--- src/rtl/crc_pkg.sv ---
// crc_pkg
//   Definitions shared by the frame controller, its serializer and the bench.
//   CRC_W / CRC_POLY / CRC_SEED describe the CRC-CCITT engine that is driven
//   by crc_frame_ctrl. crc_step is one serial engine update, and the bench
//   uses it to model the engine.
//   frame_state_t is the frame sequencer state encoding.
package crc_pkg;

  localparam int unsigned      CRC_W    = 16;
  localparam logic [CRC_W-1:0] CRC_POLY = 16'h1021;
  localparam logic [CRC_W-1:0] CRC_SEED = 16'hFFFF;

  typedef enum logic [2:0] {
    ST_IDLE   = 3'd0,
    ST_INIT   = 3'd1,
    ST_SHIFT  = 3'd2,
    ST_HOLD   = 3'd3,
    ST_WAIT   = 3'd4,
    ST_APPEND = 3'd5,
    ST_DONE   = 3'd6
  } frame_state_t;

  // One bit-serial CRC-CCITT update (MSB-first register, data XORed at the top).
  function automatic logic [CRC_W-1:0] crc_step(input logic [CRC_W-1:0] crc,
                                                input logic             d);
    return {crc[CRC_W-2:0], 1'b0} ^ ((crc[CRC_W-1] ^ d) ? CRC_POLY : '0);
  endfunction

endpackage

--- src/rtl/crc_word_serializer.sv ---
// crc_word_serializer
//   Holds one input word plus its end-of-frame tag and walks a bit counter
//   from DATA_W-1 down to 0.
//   Ports:
//     clk, reset    rising-edge clock, asynchronous active-low reset
//     load          capture load_data/load_last and restart the counter
//     load_data     word to serialize
//     load_last     word is the final word of its frame
//     advance       step the counter towards 0 (ignored while load is high)
//     bit_next      bit that is current after this edge (lookahead, so the
//                   controller can register it onto the engine data line)
//     last_bit      counter is at 0: the current bit is the word's final one
//     word_last     end-of-frame tag of the held word
//   Parameters: DATA_W word width; MSB_FIRST 1 = bit DATA_W-1 first.
module crc_word_serializer #(
  parameter int unsigned DATA_W    = 8,
  parameter logic        MSB_FIRST = 1'b1
) (
  input  logic              clk,
  input  logic              reset,
  input  logic              load,
  input  logic [DATA_W-1:0] load_data,
  input  logic              load_last,
  input  logic              advance,
  output logic              bit_next,
  output logic              last_bit,
  output logic              word_last
);

  localparam int unsigned      CNT_W   = (DATA_W > 1) ? $clog2(DATA_W) : 1;
  localparam logic [CNT_W-1:0] CNT_MAX = CNT_W'(DATA_W - 1);

  logic [DATA_W-1:0] word_q, word_d;
  logic [CNT_W-1:0]  cnt_q, cnt_d;
  logic              last_q, last_d;
  logic [CNT_W-1:0]  idx;

  always_comb begin
    word_d = word_q;
    cnt_d  = cnt_q;
    last_d = last_q;
    if (load) begin
      word_d = load_data;
      cnt_d  = CNT_MAX;
      last_d = load_last;
    end else if (advance && (cnt_q != '0)) begin
      cnt_d = cnt_q - CNT_W'(1);
    end
  end

  always_comb begin
    idx = MSB_FIRST ? cnt_d : (CNT_MAX - cnt_d);
  end

  assign bit_next  = word_d[idx];
  assign last_bit  = (cnt_q == '0);
  assign word_last = last_q;

  always_ff @(posedge clk or negedge reset) begin
    if (!reset) begin
      word_q <= '0;
      cnt_q  <= '0;
      last_q <= 1'b0;
    end else begin
      word_q <= word_d;
      cnt_q  <= cnt_d;
      last_q <= last_d;
    end
  end

endmodule

--- src/rtl/crc_frame_ctrl.sv ---
// crc_frame_ctrl
//   Frame sequencer for a bit-serial CRC-CCITT engine. Accepts words over a
//   valid/ready handshake, seeds the engine at frame start, serializes each
//   word into the engine, then captures and holds the 16-bit result until it
//   is acknowledged.
//   Ports:
//     clk, reset              rising-edge clock, asynchronous active-low reset
//     s_valid/s_ready/s_data  input word handshake (s_ready is combinational)
//     s_last                  marks the final word of a frame
//     crc_enable/crc_init/crc_data   registered engine controls
//     crc_in                  engine CRC output
//     crc_valid/crc_value     registered frame CRC, held until crc_ack
//     crc_ack                 consumer takes crc_value (only honoured in DONE)
//     busy                    high whenever not IDLE
//     tx_bit/tx_valid         serial frame+CRC stream (only with CRC_APPEND_EN)
//   Build option: define CRC_APPEND_EN to add the APPEND state and tx_* ports.
module crc_frame_ctrl
  import crc_pkg::*;
#(
  parameter int unsigned DATA_W    = 8,
  parameter logic        MSB_FIRST = 1'b1
) (
  input  logic              clk,
  input  logic              reset,
  input  logic              s_valid,
  output logic              s_ready,
  input  logic [DATA_W-1:0] s_data,
  input  logic              s_last,
  output logic              crc_enable,
  output logic              crc_init,
  output logic              crc_data,
  input  logic [CRC_W-1:0]  crc_in,
  output logic              crc_valid,
  output logic [CRC_W-1:0]  crc_value,
  input  logic              crc_ack,
  output logic              busy
`ifdef CRC_APPEND_EN
  ,
  output logic              tx_bit,
  output logic              tx_valid
`endif
);

  frame_state_t state_q, state_d;
  logic         ser_load;
  logic         ser_adv;
  logic         ser_bit;
  logic         last_bit;
  logic         word_last;

`ifdef CRC_APPEND_EN
  localparam int unsigned APP_W = $clog2(CRC_W);
  logic [APP_W-1:0] app_cnt;
  logic [APP_W-1:0] app_nxt;
  assign app_nxt = app_cnt - APP_W'(1);
`endif

  crc_word_serializer #(
    .DATA_W    (DATA_W),
    .MSB_FIRST (MSB_FIRST)
  ) u_ser (
    .clk       (clk),
    .reset     (reset),
    .load      (ser_load),
    .load_data (s_data),
    .load_last (s_last),
    .advance   (ser_adv),
    .bit_next  (ser_bit),
    .last_bit  (last_bit),
    .word_last (word_last)
  );

  // Next-state and handshake decode. Outputs below are registered from
  // state_d so each one is valid during the cycle of the state it belongs to.
  always_comb begin
    state_d  = state_q;
    ser_load = 1'b0;
    ser_adv  = 1'b0;
    s_ready  = 1'b0;
    unique case (state_q)
      ST_IDLE: begin
        s_ready = 1'b1;
        if (s_valid) begin
          ser_load = 1'b1;
          state_d  = ST_INIT;
        end
      end
      ST_INIT: state_d = ST_SHIFT;
      ST_SHIFT: begin
        if (!last_bit) begin
          ser_adv = 1'b1;
        end else if (word_last) begin
          state_d = ST_WAIT;
        end else begin
          // Accepting on the final bit keeps the engine fed with no bubble.
          s_ready = 1'b1;
          if (s_valid) ser_load = 1'b1;
          else         state_d  = ST_HOLD;
        end
      end
      ST_HOLD: begin
        s_ready = 1'b1;
        if (s_valid) begin
          ser_load = 1'b1;
          state_d  = ST_SHIFT;
        end
      end
`ifdef CRC_APPEND_EN
      ST_WAIT:   state_d = ST_APPEND;
      ST_APPEND: if (app_cnt == '0) state_d = ST_DONE;
`else
      ST_WAIT:   state_d = ST_DONE;
      ST_APPEND: state_d = ST_DONE;
`endif
      ST_DONE:   if (crc_ack) state_d = ST_IDLE;
      default:   state_d = ST_IDLE;
    endcase
  end

  always_ff @(posedge clk or negedge reset) begin
    if (!reset) begin
      state_q    <= ST_IDLE;
      crc_enable <= 1'b0;
      crc_init   <= 1'b0;
      crc_data   <= 1'b0;
      crc_valid  <= 1'b0;
      crc_value  <= '0;
      busy       <= 1'b0;
    end else begin
      state_q    <= state_d;
      crc_enable <= (state_d == ST_INIT) || (state_d == ST_SHIFT);
      crc_init   <= (state_d == ST_INIT);
      crc_data   <= (state_d == ST_SHIFT) && ser_bit;
      crc_valid  <= (state_d == ST_DONE);
      busy       <= (state_d != ST_IDLE);
      // Engine output settles one cycle after the last shift, i.e. in WAIT.
      if (state_q == ST_WAIT) crc_value <= crc_in;
    end
  end

`ifdef CRC_APPEND_EN
  always_ff @(posedge clk or negedge reset) begin
    if (!reset) begin
      app_cnt  <= '0;
      tx_bit   <= 1'b0;
      tx_valid <= 1'b0;
    end else begin
      tx_valid <= (state_d == ST_SHIFT) || (state_d == ST_APPEND);
      if (state_q == ST_WAIT)        app_cnt <= APP_W'(CRC_W - 1);
      else if (state_q == ST_APPEND) app_cnt <= app_nxt;
      // crc_value is loaded on the same edge APPEND starts, so its MSB is
      // taken straight from crc_in for the first appended bit.
      if (state_d == ST_SHIFT)        tx_bit <= ser_bit;
      else if (state_q == ST_WAIT)    tx_bit <= crc_in[CRC_W-1];
      else if (state_d == ST_APPEND)  tx_bit <= crc_value[app_nxt];
      else                            tx_bit <= 1'b0;
    end
  end
`endif

endmodule

--- config.mk ---
export PLATFORM = sky130hd
export DESIGN_NAME = crc_frame_ctrl
export DESIGN_NICKNAME = d
export VERILOG_FILES = /design/src/rtl/crc_pkg.sv /design/src/rtl/crc_word_serializer.sv /design/src/rtl/crc_frame_ctrl.sv
export SDC_FILE = /design/constraint.sdc
export NUM_CORES = 1
export LEC_CHECK = 0
export ABC_AREA = 0
export ABC_CLOCK_PERIOD_IN_PS = 5990
export CAP_MARGIN = 40
export CORE_MARGIN = 5
export CORE_UTILIZATION = 49
export DETAILED_ROUTE_END_ITERATION = 8
export PLACE_DENSITY = 0.84
export SLEW_MARGIN = 20
export SYNTH_ARGS = -nofsm -noshare
export SYNTH_HDL_FRONTEND = slang
export SYNTH_SLANG_ARGS = --single-unit
--- constraint.sdc ---
create_clock -name clk -period 5.99 [get_ports clk]
set_input_delay 1.198 -clock clk [delete_from_list [all_inputs] [get_ports clk]]
set_output_delay 1.198 -clock clk [all_outputs]
set_load 0.02 [all_outputs]
==> impl_metrics.sql <==
INSERT INTO impl_metrics (metric_group, metric, value, unit) VALUES
('outcome', 'run_status', 'finished clean', ''),
('sta', 'finalHoldViolCount', '0', ''),
('sta', 'drv_slew', '0', ''),
('clock_tree', 'worst_setup_hold_path_clk_slew', '0.10', 'ns'),
('global_routing', 'grt_max_degree', '37', ''),
('floorplan', 'floorplan_row_count', '21', ''),
('drt', 'antenna_violating_nets_post_route', '0', ''),
('drt', 'final_wl', '3290', 'um'),
('clock_tree', 'cts_tree', 'built', ''),
('drt', 'drt_first_pass_iters', '4', ''),
('job', 'drv.max_cap_violation_count', '0', ''),
('placement', 'port_buffers', '50', ''),
('sta', 'achievable-frequency', '284', 'MHz'),
('cells_and_area', 'area_delta_synth_final', '37.1', '%'),
('yosys', 'synth_compound_gate_area_share', '0.0522', ''),
('drt', 'maxUsedRoutingLayer', 'met4', ''),
('sta', 'setup_viol', '0', ''),
('sta', 'finalClockSkew', '0.00891', 'ns'),
('drt', 'detail_route.wirelength.met1', '1320', 'um'),
('drt', 'drcViolationCount', '0', ''),
('global_routing', 'first_pass_grt_wire_length', '5150', 'um'),
('placement', 'post-place-ws', '2.84', 'ns'),
('yosys', 'synth.ff_latch_count', '36', ''),
('clock_tree', 'cts_made_buffers', '5', ''),
('floorplan', 'floorplan.initialDensity', '0.496', ''),
('setup_path', 'path_common_cell', 'sky130_fd_sc_hd__nor2_1', ''),
('pwr', 'worst_ir_drop_vdd', '0.000264', 'V'),
('cells_and_area', 'layout.core_utilization', '0.680', ''),
('cells_and_area', 'layout.cells.most_common', 'sky130_fd_sc_hd__clkdlybuf4s50_1', ''),
('sta', 'setup_tns', '0', 'ns'),
('yosys', 'post_synth_instance_area', '1630', 'um^2'),
('clock_tree', 'cts.sinks', '36', ''),
('setup_path', 'biggest_fanout_along_the_worst_timing_path', '5', ''),
('cells_and_area', 'final-seq-area', '901', 'um^2'),
('drt', 'drt-vias-per-instance', '4.86', ''),
('yosys', 'synth_area_per_cell', '11.8', 'um^2'),
('yosys', 'synth_top_family_by_area', 'multiplexers', ''),
('global_routing', 'groute.usage.overall', '0.154', ''),
('placement', 'placedCellCount', '229', ''),
('yosys', 'synthAdderAreaFrac', '0.0154', ''),
('cells_and_area', 'final.fill_count', '244', ''),
('placement', 'place.gp.congestion', '0.792', ''),
('clock_tree', 'clockRootBuffer', 'sky130_fd_sc_hd__clkbuf_4', ''),
('placement', 'dp_wirelength', '2520', 'um'),
('yosys', 'synth_xor_area_frac', '0.0108', ''),
('clock_tree', 'cts_hold_buf', '0', ''),
('setup_path', 'worst-setup-path-type', 'flop to output pin', ''),
('cells_and_area', 'mostFrequentLayoutCells', 'sky130_fd_sc_hd__clkdlybuf4s50_1, sky130_fd_sc_hd__dfrtp_1, sky130_fd_sc_hd__nand2_1', ''),
('placement', 'placed_cell_area', '2160', 'um^2'),
('yosys', 'ys.flop_type', 'sky130_fd_sc_hd__dfrtp_1', ''),
('cells_and_area', 'final_net_count', '221', ''),
('global_routing', 'initial_antenna_violation_count', '0', ''),
('worst_hold_path', 'timing.hold.worst.class', 'flop to flop', ''),
('yosys', 'yosys_warnings', '0', ''),
('setup_path', 'worst_setup_path_end_kind', 'output pin', ''),
('floorplan', 'floorplan.die.height', '67.7', 'um'),
('global_routing', 'grt_pass1_vias', '1180', ''),
('sta', 'layout_worst_path_cycle_share', '0.588', ''),
('drt', 'met3RoutedLength', '219', 'um'),
('yosys', 'net_count_synth', '169', ''),
('pwr', 'total_power', '1.20', 'mW'),
('pwr', 'power.density', '536', 'nW/um^2'),
('setup_path', 'critical_path_arrival', '2.33', 'ns'),
('drt', 'dr_total_vias', '1151', ''),
('floorplan', 'placeableCoreArea', '3280', 'um^2'),
('pwr', 'cellLeakagePower', '1.02', 'nW'),
('yosys', 'synth_simple_gate_area_share', '0.130', ''),
('setup_path', 'timing.critical_path.from_type', 'flop', ''),
('cells_and_area', 'antenna_diode_count', '0', ''),
('yosys', 'synth_enable_flop_cells', '0', ''),
('cells_and_area', 'multi_input_comb_area', '657', 'um^2');
## state kept, by name, indices dropped and copies added (netlist names)
register	flops
u_ser.word_last	1
busy	1
u_ser.cnt_q	3
crc_enable	1
crc_valid	1
u_ser.word_q	8
crc_init	1
state_q	3
crc_value	16
crc_data	1
## cell usage after synthesis, types with 2 or more instances
master                     instances  share of area
sky130_fd_sc_hd__o21ai_0           3         0.0092
sky130_fd_sc_hd__xnor2_1           2          0.011
sky130_fd_sc_hd__ha_1              2          0.015
sky130_fd_sc_hd__buf_2             3         0.0092
sky130_fd_sc_hd__nand2_1          33          0.076
sky130_fd_sc_hd__nor2b_1           3          0.012
sky130_fd_sc_hd__mux2_2           14          0.097
sky130_fd_sc_hd__clkbuf_1          2         0.0046
sky130_fd_sc_hd__mux4_2            4          0.055
sky130_fd_sc_hd__inv_1             5          0.012
sky130_fd_sc_hd__inv_2             2         0.0046
sky130_fd_sc_hd__nor2_1            4         0.0092
sky130_fd_sc_hd__o211ai_1          2         0.0092
sky130_fd_sc_hd__mux2_1            4          0.028
sky130_fd_sc_hd__a21oi_1           3         0.0092
sky130_fd_sc_hd__buf_6             2          0.014
sky130_fd_sc_hd__dfrtp_1          36           0.55
## layout make-up
type,count,share of cell area
Timing Repair Buffer,52,0.231
Multi-Input combinational cell,88,0.294
Clock buffer,6,0.0185
Sequential cell,36,0.403
Inverter,7,0.0118
Tap cell,46,0.0258
Clock inverter,2,0.0157
## logic make-up (layout without fill, tap and decap cells)
group,after synthesis,count (layout)
muxes,24,24
AOI/OAI and AO/OA,13,13
buffers and inverters,14,67
adders and majority gates,2,2
xor gates and xnor gates,2,2
and+or+nand+nor,47,47
DFF,36,36
## report_power, final
part | leakage [nW] | switching (mW) | internal (mW)
clock network | 0.0422 | 0.0762 | 0.0875
registers | 0.445 | 0.0824 | 0.354
logic | 0.536 | 0.274 | 0.324
total | 1.02 | 0.432 | 0.765
## path summary, 6_finish.rpt
path | startpoint | endpoint | slack, ns | cells past startpoint
setup / recovery | u_ser.cnt_q[0] | s_ready | 2.47 | 6
hold / removal | crc_value[0] | crc_value[0] | 0.49 | 1
setup reg to reg | u_ser.cnt_q[0] | crc_data | 3.81 | 8
hold reg to reg | crc_value[0] | crc_value[0] | 0.49 | 1
max in group asynchronous | reset | u_ser.word_q[4] | 4.39 | 2
min in group asynchronous | reset | crc_value[11] | 1.27 | 2
## per-layer routing
metal,GRT usage,vias to the layer above
met4,0.0684,0
li1,-,571
met5,0,-
met2,0.266,34
met3,0.0449,7
met1,0.174,539
## critical path, delay by kind of cell (launching register included)
kind,cells,cell delay (ns)
buffers and inverters,2,0.76
DFF,1,0.47
adders and majority gates,1,0.19
and+or+nand+nor,3,0.58
No activity file was read; power rests on OpenSTA's default activity.
